File: config.mk
export PLATFORM = sky130hd
export DESIGN_NAME = pipe_adder
export DESIGN_NICKNAME = d
export VERILOG_FILES = /design/src/rtl/pipe_adder_pkg.sv /design/src/rtl/pipe_adder_stage.sv /design/src/rtl/pipe_adder.sv
export SDC_FILE = /design/constraint.sdc
export NUM_CORES = 1
export LEC_CHECK = 0
export CAP_MARGIN = 0
export CELL_PAD_IN_SITES_DETAIL_PLACEMENT = 1
export CELL_PAD_IN_SITES_GLOBAL_PLACEMENT = 2
export CORE_MARGIN = 5
export CORE_UTILIZATION = 35
export CTS_CLUSTER_DIAMETER = 40
export DETAILED_ROUTE_END_ITERATION = 7
export PLACE_DENSITY = 0.91
export REMOVE_ABC_BUFFERS = 1
export SLEW_MARGIN = 25
export SYNTH_ARGS = -nofsm -noshare
export SYNTH_HDL_FRONTEND = slang
export SYNTH_SLANG_ARGS = --single-unit
File: constraint.sdc
create_clock -name clk -period 7.15 [get_ports clk]
set_input_delay 1.43 -clock clk [delete_from_list [all_inputs] [get_ports clk]]
set_output_delay 1.43 -clock clk [all_outputs]
set_load 0.02 [all_outputs]
File: src/rtl/pipe_adder_pkg.sv
// rtl/pipe_adder_pkg.sv - shared types and helpers for pipe_adder
//
// Purpose: operation-mode encoding and chunk-width derivation used by
//          pipe_adder and pipe_adder_stage.
// Ports:   none (package).

package pipe_adder_pkg;

   typedef enum logic {
      OP_ADD = 1'b0,
      OP_SUB = 1'b1
   } op_mode_e;

   // Bits of the carry chain resolved by each pipeline stage.
   function automatic int chunk_width(input int width, input int stages);
      return width / stages;
   endfunction

   function automatic bit params_ok(input int width, input int stages);
      return (stages >= 1) && (stages <= width) && ((width % stages) == 0);
   endfunction

endpackage

File: src/rtl/pipe_adder_stage.sv
// rtl/pipe_adder_stage.sv - one carry-chunk stage of the pipelined adder
//
// Purpose: resolves chunk IDX of the sum, registers the chunk carry and
//          forwards the operands and partial result one stage downstream.
// Ports:
//   clk, reset          clock, asynchronous active-high reset
//   in_valid            upstream beat valid
//   out_ready           downstream stage (or consumer) can take a beat
//   in_a / in_b         A word (partial result + unconsumed A chunks), B word
//   in_carry            carry into chunk IDX
//   out_valid           this stage holds a beat
//   out_a / out_b       registered A word (chunk IDX now holds the sum), B word
//   out_carry           registered carry out of chunk IDX

module pipe_adder_stage
   import pipe_adder_pkg::*;
#(
   parameter int WIDTH = 32,
   parameter int CW    = 8,
   parameter int IDX   = 0
) (
   input  logic             clk,
   input  logic             reset,
   input  logic             in_valid,
   input  logic             out_ready,
   input  logic [WIDTH-1:0] in_a,
   input  logic [WIDTH-1:0] in_b,
   input  logic             in_carry,
   output logic             out_valid,
   output logic [WIDTH-1:0] out_a,
   output logic [WIDTH-1:0] out_b,
   output logic             out_carry
);

   logic             valid_q, valid_d;
   logic [WIDTH-1:0] a_q, a_d;
   logic [WIDTH-1:0] b_q, b_d;
   logic             carry_q, carry_d;
   logic             load;
   logic [CW:0]      chunk_sum;

   // The partial result shares the A word: chunks below IDX already hold
   // sum bits, chunks above IDX still hold unconsumed A operand bits.
   always_comb begin
      load      = in_valid && (!valid_q || out_ready);
      chunk_sum = {1'b0, in_a[IDX*CW +: CW]} + {1'b0, in_b[IDX*CW +: CW]}
                + {{CW{1'b0}}, in_carry};
      valid_d   = valid_q;
      a_d       = a_q;
      b_d       = b_q;
      carry_d   = carry_q;
      if (load) begin
         valid_d                = 1'b1;
         a_d                    = in_a;
         a_d[IDX*CW +: CW]      = chunk_sum[CW-1:0];
         b_d                    = in_b;
         carry_d                = chunk_sum[CW];
      end else if (out_ready) begin
         valid_d = 1'b0;
      end
   end

   always_ff @(posedge clk or posedge reset) begin
      if (reset) begin
         valid_q <= 1'b0;
         a_q     <= '0;
         b_q     <= '0;
         carry_q <= 1'b0;
      end else begin
         valid_q <= valid_d;
         a_q     <= a_d;
         b_q     <= b_d;
         carry_q <= carry_d;
      end
   end

   assign out_valid = valid_q;
   assign out_a     = a_q;
   assign out_b     = b_q;
   assign out_carry = carry_q;

endmodule

File: src/rtl/pipe_adder.sv
// rtl/pipe_adder.sv - pipelined WIDTH-bit add/subtract with valid/ready
//
// Purpose: WIDTH-bit adder/subtractor whose carry chain is split into STAGES
//          chunks, one chunk resolved per pipeline stage.
// Ports:
//   clk, reset                   clock, asynchronous active-high reset
//   io_in_valid / io_in_ready    operand handshake
//   io_lhs, io_rhs               operands
//   io_cin                       carry-in (add) / borrow-in (sub)
//   io_sub                       0 = add, 1 = subtract
//   io_out_valid / io_out_ready  result handshake
//   io_out, io_cout              result and carry-out (sub: 1 = no borrow)

module pipe_adder
   import pipe_adder_pkg::*;
#(
   parameter int WIDTH  = 32,
   parameter int STAGES = 4
) (
   input  logic             clk,
   input  logic             reset,
   input  logic             io_in_valid,
   output logic             io_in_ready,
   input  logic [WIDTH-1:0] io_lhs,
   input  logic [WIDTH-1:0] io_rhs,
   input  logic             io_cin,
   input  logic             io_sub,
   output logic             io_out_valid,
   input  logic             io_out_ready,
   output logic [WIDTH-1:0] io_out,
   output logic             io_cout
);

   localparam int CW = chunk_width(WIDTH, STAGES);

   if (!params_ok(WIDTH, STAGES)) begin : g_bad_params
      $error("pipe_adder: WIDTH must be a multiple of STAGES and 1 <= STAGES <= WIDTH");
   end

   op_mode_e         mode;
   logic [STAGES:0]  valid_c;
   logic [STAGES:0]  ready_c;
   logic [WIDTH-1:0] a_c     [0:STAGES];
   logic [WIDTH-1:0] b_c     [0:STAGES];
   logic             carry_c [0:STAGES];

   // Subtraction is folded in once at acceptance (A + ~B + ~borrow), so
   // every stage is a plain adder.
   assign mode       = op_mode_e'(io_sub);
   assign valid_c[0] = io_in_valid;
   assign a_c[0]     = io_lhs;
   assign b_c[0]     = (mode == OP_SUB) ? ~io_rhs : io_rhs;
   assign carry_c[0] = (mode == OP_SUB) ? ~io_cin : io_cin;

   // Ready ripples back from the consumer so a full pipe can accept and
   // drain in the same cycle; it depends only on stage valids.
   always_comb begin
      ready_c         = '0;
      ready_c[STAGES] = io_out_ready;
      for (int k = STAGES - 1; k >= 0; k--) begin
         ready_c[k] = !valid_c[k+1] || ready_c[k+1];
      end
   end

   for (genvar k = 0; k < STAGES; k++) begin : g_stage
      pipe_adder_stage #(
         .WIDTH (WIDTH),
         .CW    (CW),
         .IDX   (k)
      ) u_stage (
         .clk       (clk),
         .reset     (reset),
         .in_valid  (valid_c[k]),
         .out_ready (ready_c[k+1]),
         .in_a      (a_c[k]),
         .in_b      (b_c[k]),
         .in_carry  (carry_c[k]),
         .out_valid (valid_c[k+1]),
         .out_a     (a_c[k+1]),
         .out_b     (b_c[k+1]),
         .out_carry (carry_c[k+1])
      );
   end

   assign io_in_ready  = ready_c[0];
   assign io_out_valid = valid_c[STAGES];
   assign io_out       = a_c[STAGES];
   assign io_cout      = carry_c[STAGES];

endmodule

## Yosys cells after proc, flatten, opt, wreduce, memory -nomap -nowiden

Index checks and enable logic that the tools add are counted.

- Muxes and demuxes: 10
- Reduce and logical (&&, ||, !) cells: 16
- Add/sub/neg operators: 8
- Bitwise logic cells: 2

Operators by type and width:

| kind | number |
|---|---|
| $add 8x8->9 | 4 |
| $add 9x1->9 | 4 |
| $mux 32 | 1 |
| $not 32->32 | 1 |
| $mux 1 | 9 |
| $reduce_bool 2->1 | 4 |
| $logic_and 1x1->1 | 4 |
| $logic_not 1->1 | 4 |
| $logic_or 1x1->1 | 4 |
| $not 1->1 | 1 |

- Flip-flop bits (word level): 232
- Input bits: 70
- Word-level logic and storage cells: 51

## Longest topological paths before layout

- Word-level depth: 7
- Depth in mapped cells: 10

## Modules after synthesis

A second synthesis with hierarchy kept.

- Cell total of the unflattened synthesis: 1303
- Area total of the unflattened synthesis: 11740.0 sq um

Modules (own cells, without submodules):

| module | cells an instance | area an instance (sq um) | seq. area each (sq um) | times used |
|---|---|---|---|---|
| pipe_adder_stage (g_stage[0].u_stage ...) | 317 | 2852.7 | 1651.6 | 2 |
| pipe_adder_stage (g_stage[2].u_stage) | 313 | 2835.2 | 1651.6 | 1 |
| pipe_adder_stage (g_stage[3].u_stage) | 314 | 2813.9 | 1651.6 | 1 |
| pipe_adder | 42 | 385.4 | 0.0 | 1 |

## Least setup slack after synthesis

No wires, ideal clock.

- Kind: input-to-reg
- Start: in io_sub
- End: reg g_stage[0].u_stage.carry_q
- Path slack: 3.661 ns
- Arrival: 3.402 ns
- Stages: 10
- Path through: clkbuf_1 -> buf_2 -> xor2_1 -> fa_1 -> inv_1 -> fa_1 -> nor2b_1 -> o31a_1 -> o211ai_1 -> a211oi_2

- Longest elaborated chain between the ends: 3

RTL lines:

| what | line | RTL |
|---|---|---|
| start, declared | pipe_adder.sv:27 | `input logic io_sub,` |
| $mux 32 | pipe_adder.sv:52 | `assign b_c[0] = (mode == OP_SUB) ? ~io_rhs : io_rhs;` |
| $add 8x8->9 | pipe_adder_stage.sv:46 | `chunk_sum = {1'b0, in_a[IDX*CW +: CW]} + {1'b0, in_b[IDX*CW +: CW]}` |
| $add 9x1->9 (*) | pipe_adder_stage.sv:47 | `+ {{CW{1'b0}}, in_carry};` |
| end signal, assigned | pipe_adder_stage.sv:73 | `carry_q <= carry_d;` |
| end, declared | pipe_adder_stage.sv:38 | `logic carry_q, carry_d;` |

Mark *: on every way between the ends. The rest lies on a longest branch, timed or not.
A chain may end at the register's enable or synchronous reset.

## Worst setup path in the final report

- Start: in io_out_ready
- End: out io_in_ready

- Longest elaborated chain between the ends: 4

RTL lines:

| what | line | RTL |
|---|---|---|
| start, declared | pipe_adder.sv:29 | `input logic io_out_ready,` |
| $logic_or 1x1->1 (4 in series) | pipe_adder.sv:61 | `ready_c[k] = !valid_c[k+1] \|\| ready_c[k+1];` |
| end, declared | pipe_adder.sv:23 | `output logic io_in_ready,` |

Every way passes these cells.

==> metrics.md <==
| Metric | Value |
|---|---|
| Status | complete, no violations |
| Layout area overhead | 20.0% |
| Final ANT Viol Nets | 0 |
| Wirelength per Cell | about 15 µm |
| Initial antenna violation count | 2 |
| Num CTS Buffers | 17 |
| Seq cells post-synth | about 180 |
| Nets | 1125 |
| Tcrit/Tclk final | 0.618 |
| Synth unique cells | 50 |
| Main synth FF type | dfrtp_1 |
| Die H | 168 µm |
| Final hold violation count | 0 |
| H-tree levels | 4 |
| Final Power | ~3.7 mW |
| Least-Margin Pin Slew | ~0.94 ns |
| Leak pwr | between 5 and 6 nW |
| WL final | ~21000 µm |
| Max_cap viols | 0 |
| DR vias/cell | ~4.8 |
| Yosys top cell area share | 0.526 |
| Detailed Route Iter0 Violations | ~220 |
| Worst path required time | about 5.7 ns |
| Crit path capture type | output port |
| Most common library cells after synthesis | nand2_1 (439), dfrtp_1 (184), o21ai_0 (43) |
| Core Rows | 57 |
| Fillcell total | around 2800 |
| Synth warnings | 0 |
| Core Box Area | roughly 24000 µm² |
| Post_cts resized | 0 |
| Clock transition at path regs | roughly 0.060 ns |
| Die ar. | ~28000 µm² |
| Crit path launch type | input pin |
| RSZ-0062 raised after global routing | false |
| Share of cells above drive strength 1 | 0.0523 |
| CP Max Fanout | 5 |
| Postcts setup bufs | 0 |
| Final setup vio count | 0 |
| # clock sinks | approximately 180 |
| Synth area leaders | dfrtp_1 (53%), nand2_1 (19%), ha_1 (4.0%) |
| Antenna diodes | 0 |
| CTS Buffer Depth | 2 |
| Max-slew violation count | 0 |
| Min Tclk post-route | 4.42 ns |
| Hpwl dp | about 15000 µm |
| CTS tree | built |
| Post-synth top area cell | dfrtp_1 |
| Skew-Pair Late Insertion Delay | approximately 0.43 ns |
| Post-Syn Instances | 958 |
| Clock Skews | between 0.008 and 0.009 ns |
| Async set or reset register ratio after synthesis | 1.00 |
| GRT Residual Overflow | 0 |
| Worst Hold Class | reg -> reg |
| EDFF count, synth | 0 |
| Most common cell in the netlist | nand2_1 |
| Worst slew margin | 0.372 |
| Synthesized area | 8750 µm² |
| DRC viols | 0 |
| Via Count | 6464 |
| Setup TNS | 0 ns |
| Crit path DAT | between 2 and 3 ns |
| Setup CP Type | in -> out |
| Hold buffer count at cts | 0 |
| Worst vdd ir | between 0.1 and 0.15 mV |
| Placer Congestion | between 0.7 and 0.8 |
| Pwr Density | 349 nW/µm² |
| First-pass GRT wire length | roughly 35000 µm |
| Die width | between 150 and 200 µm |
| Fmax | approximately 230 MHz |
| Syn_area_per_cell | between 9 and 10 µm² |
| Largest net degree at the start of global routing | 102 |
| Root buf cell | clkbuf_16 |
| Starting Density | 0.358 |
| Boundary pin count | about 110 |
| Total GRT Usage | 0.154 |
| Vias in the first global route | between 6000 and 7000 |
| First drt pass iteration count | 4 |
| Post-synthesis sequential area ratio | 0.526 |
| IO buf count | 104 |
[path summary, 6_finish.rpt]
| path | end | startpoint | depth (start not counted) | slack [ns] |
|---|---|---|---|---|
| max in group asynchronous | g_stage[1].u_stage.out_b[28]$_DFFE_PP0P_ | reset | 3 | 4.53 |
| worst min-delay path | g_stage[3].u_stage.out_a[13]$_DFFE_PP0P_ | g_stage[2].u_stage.out_a[13]$_DFFE_PP0P_ | 2 | 0.47 |
| worst min register to register | g_stage[3].u_stage.out_a[13]$_DFFE_PP0P_ | g_stage[2].u_stage.out_a[13]$_DFFE_PP0P_ | 2 | 0.47 |
| worst max register to register | g_stage[2].u_stage.out_carry$_DFFE_PP0P_ | g_stage[1].u_stage.out_a[16]$_DFFE_PP0P_ | 6 | 4.61 |
| min in group asynchronous | g_stage[3].u_stage.out_a[26]$_DFFE_PP0P_ | reset | 2 | 1.51 |
| worst max-delay path | io_in_ready | io_out_ready | 4 | 2.73 |
[metrics by stage]
| step | utilization | instance area, µm² | setup slack (ns) | std cells | hold slack [ns] |
|---|---|---|---|---|---|
| after floorplan | - | 8310 | 0.720 | 886 | 0.430 |
| after global placement | 0.402 | 9840 | 2.75 | 1322 | 0.445 |
| after detailed placement | 0.405 | 9900 | 2.73 | 1324 | 0.451 |
| after CTS | 0.429 | 10500 | 2.71 | 1356 | 0.470 |
| after global routing | 0.430 | 10500 | 2.67 | 1356 | 0.482 |
| final | 0.430 | 10500 | 2.73 | 1356 | 0.465 |
[layout by cell type, fill, tap and decap left out, types with 9 or more instances in the layout]
cell and n:
inv_1 13, xor2_1 13, dfrtp_1 184, nor2_1 10
ha_1 28, clkbuf_16 17, nand2_1 439, xnor2_1 28
a21oi_1 12, o21ai_0 43, clkdlybuf4s50_1 103, o211ai_1 9
[cells by family (layout without fill, tap and decap cells)]
family / Yosys count / count (layout) / synth area share
AOI/OAI and AO/OA: 124 / 124 / 0.0959
xor gates and xnor gates: 41 / 41 / 0.0410
adders and majority gates: 36 / 36 / 0.0583
buffers and inverters: 86 / 160 / 0.0565
DFF: 184 / 184 / 0.526
and+or+nand+nor: 487 / 487 / 0.222
[metal layers]
metal | track usage | vias to the layer above | share of wire
li1 | - | 3193 | -
met1 | 0.198 | 3163 | 0.46
met2 | 0.265 | 87 | 0.49
met3 | 0.0312 | 17 | 0.038
met4 | 0.0402 | 4 | 0.011
met5 | 0 | - | 0.0012
[area by class of cell]
cell class,instances,area [µm²],share of cell area
clock inverter,13,178,0.0169
inverter,14,60.1,0.00571
tap,324,405,0.0386
sequential,184,4600,0.438
multi-input combinational,688,3680,0.350
clock buffer,19,433,0.0412
timing repair buffer,114,1150,0.110
[where the power goes]
group | total [mW] | switching [mW] | leakage (nW) | internal, mW
Clock | 0.982 | 0.398 | 0.297 | 0.584
Combinational | 1.15 | 0.646 | 2.51 | 0.501
Sequential | 1.54 | 0.188 | 2.29 | 1.35
[registers in the layout, summed over array words and instances (netlist names)]
| register | cells |
|---|---|
| g_stage.u_stage.out_a | 128 |
| g_stage.u_stage.out_b | 48 |
| g_stage.u_stage.out_carry | 4 |
| g_stage.u_stage.out_valid | 4 |
[worst max-delay path, cell delays in order]
cell,delay (ns)
clkdlybuf4s50_1,0.46
and4b_4,0.42
nand2_1,0.12
clkdlybuf4s50_1,0.57
(Power assumes the default switching activity.)
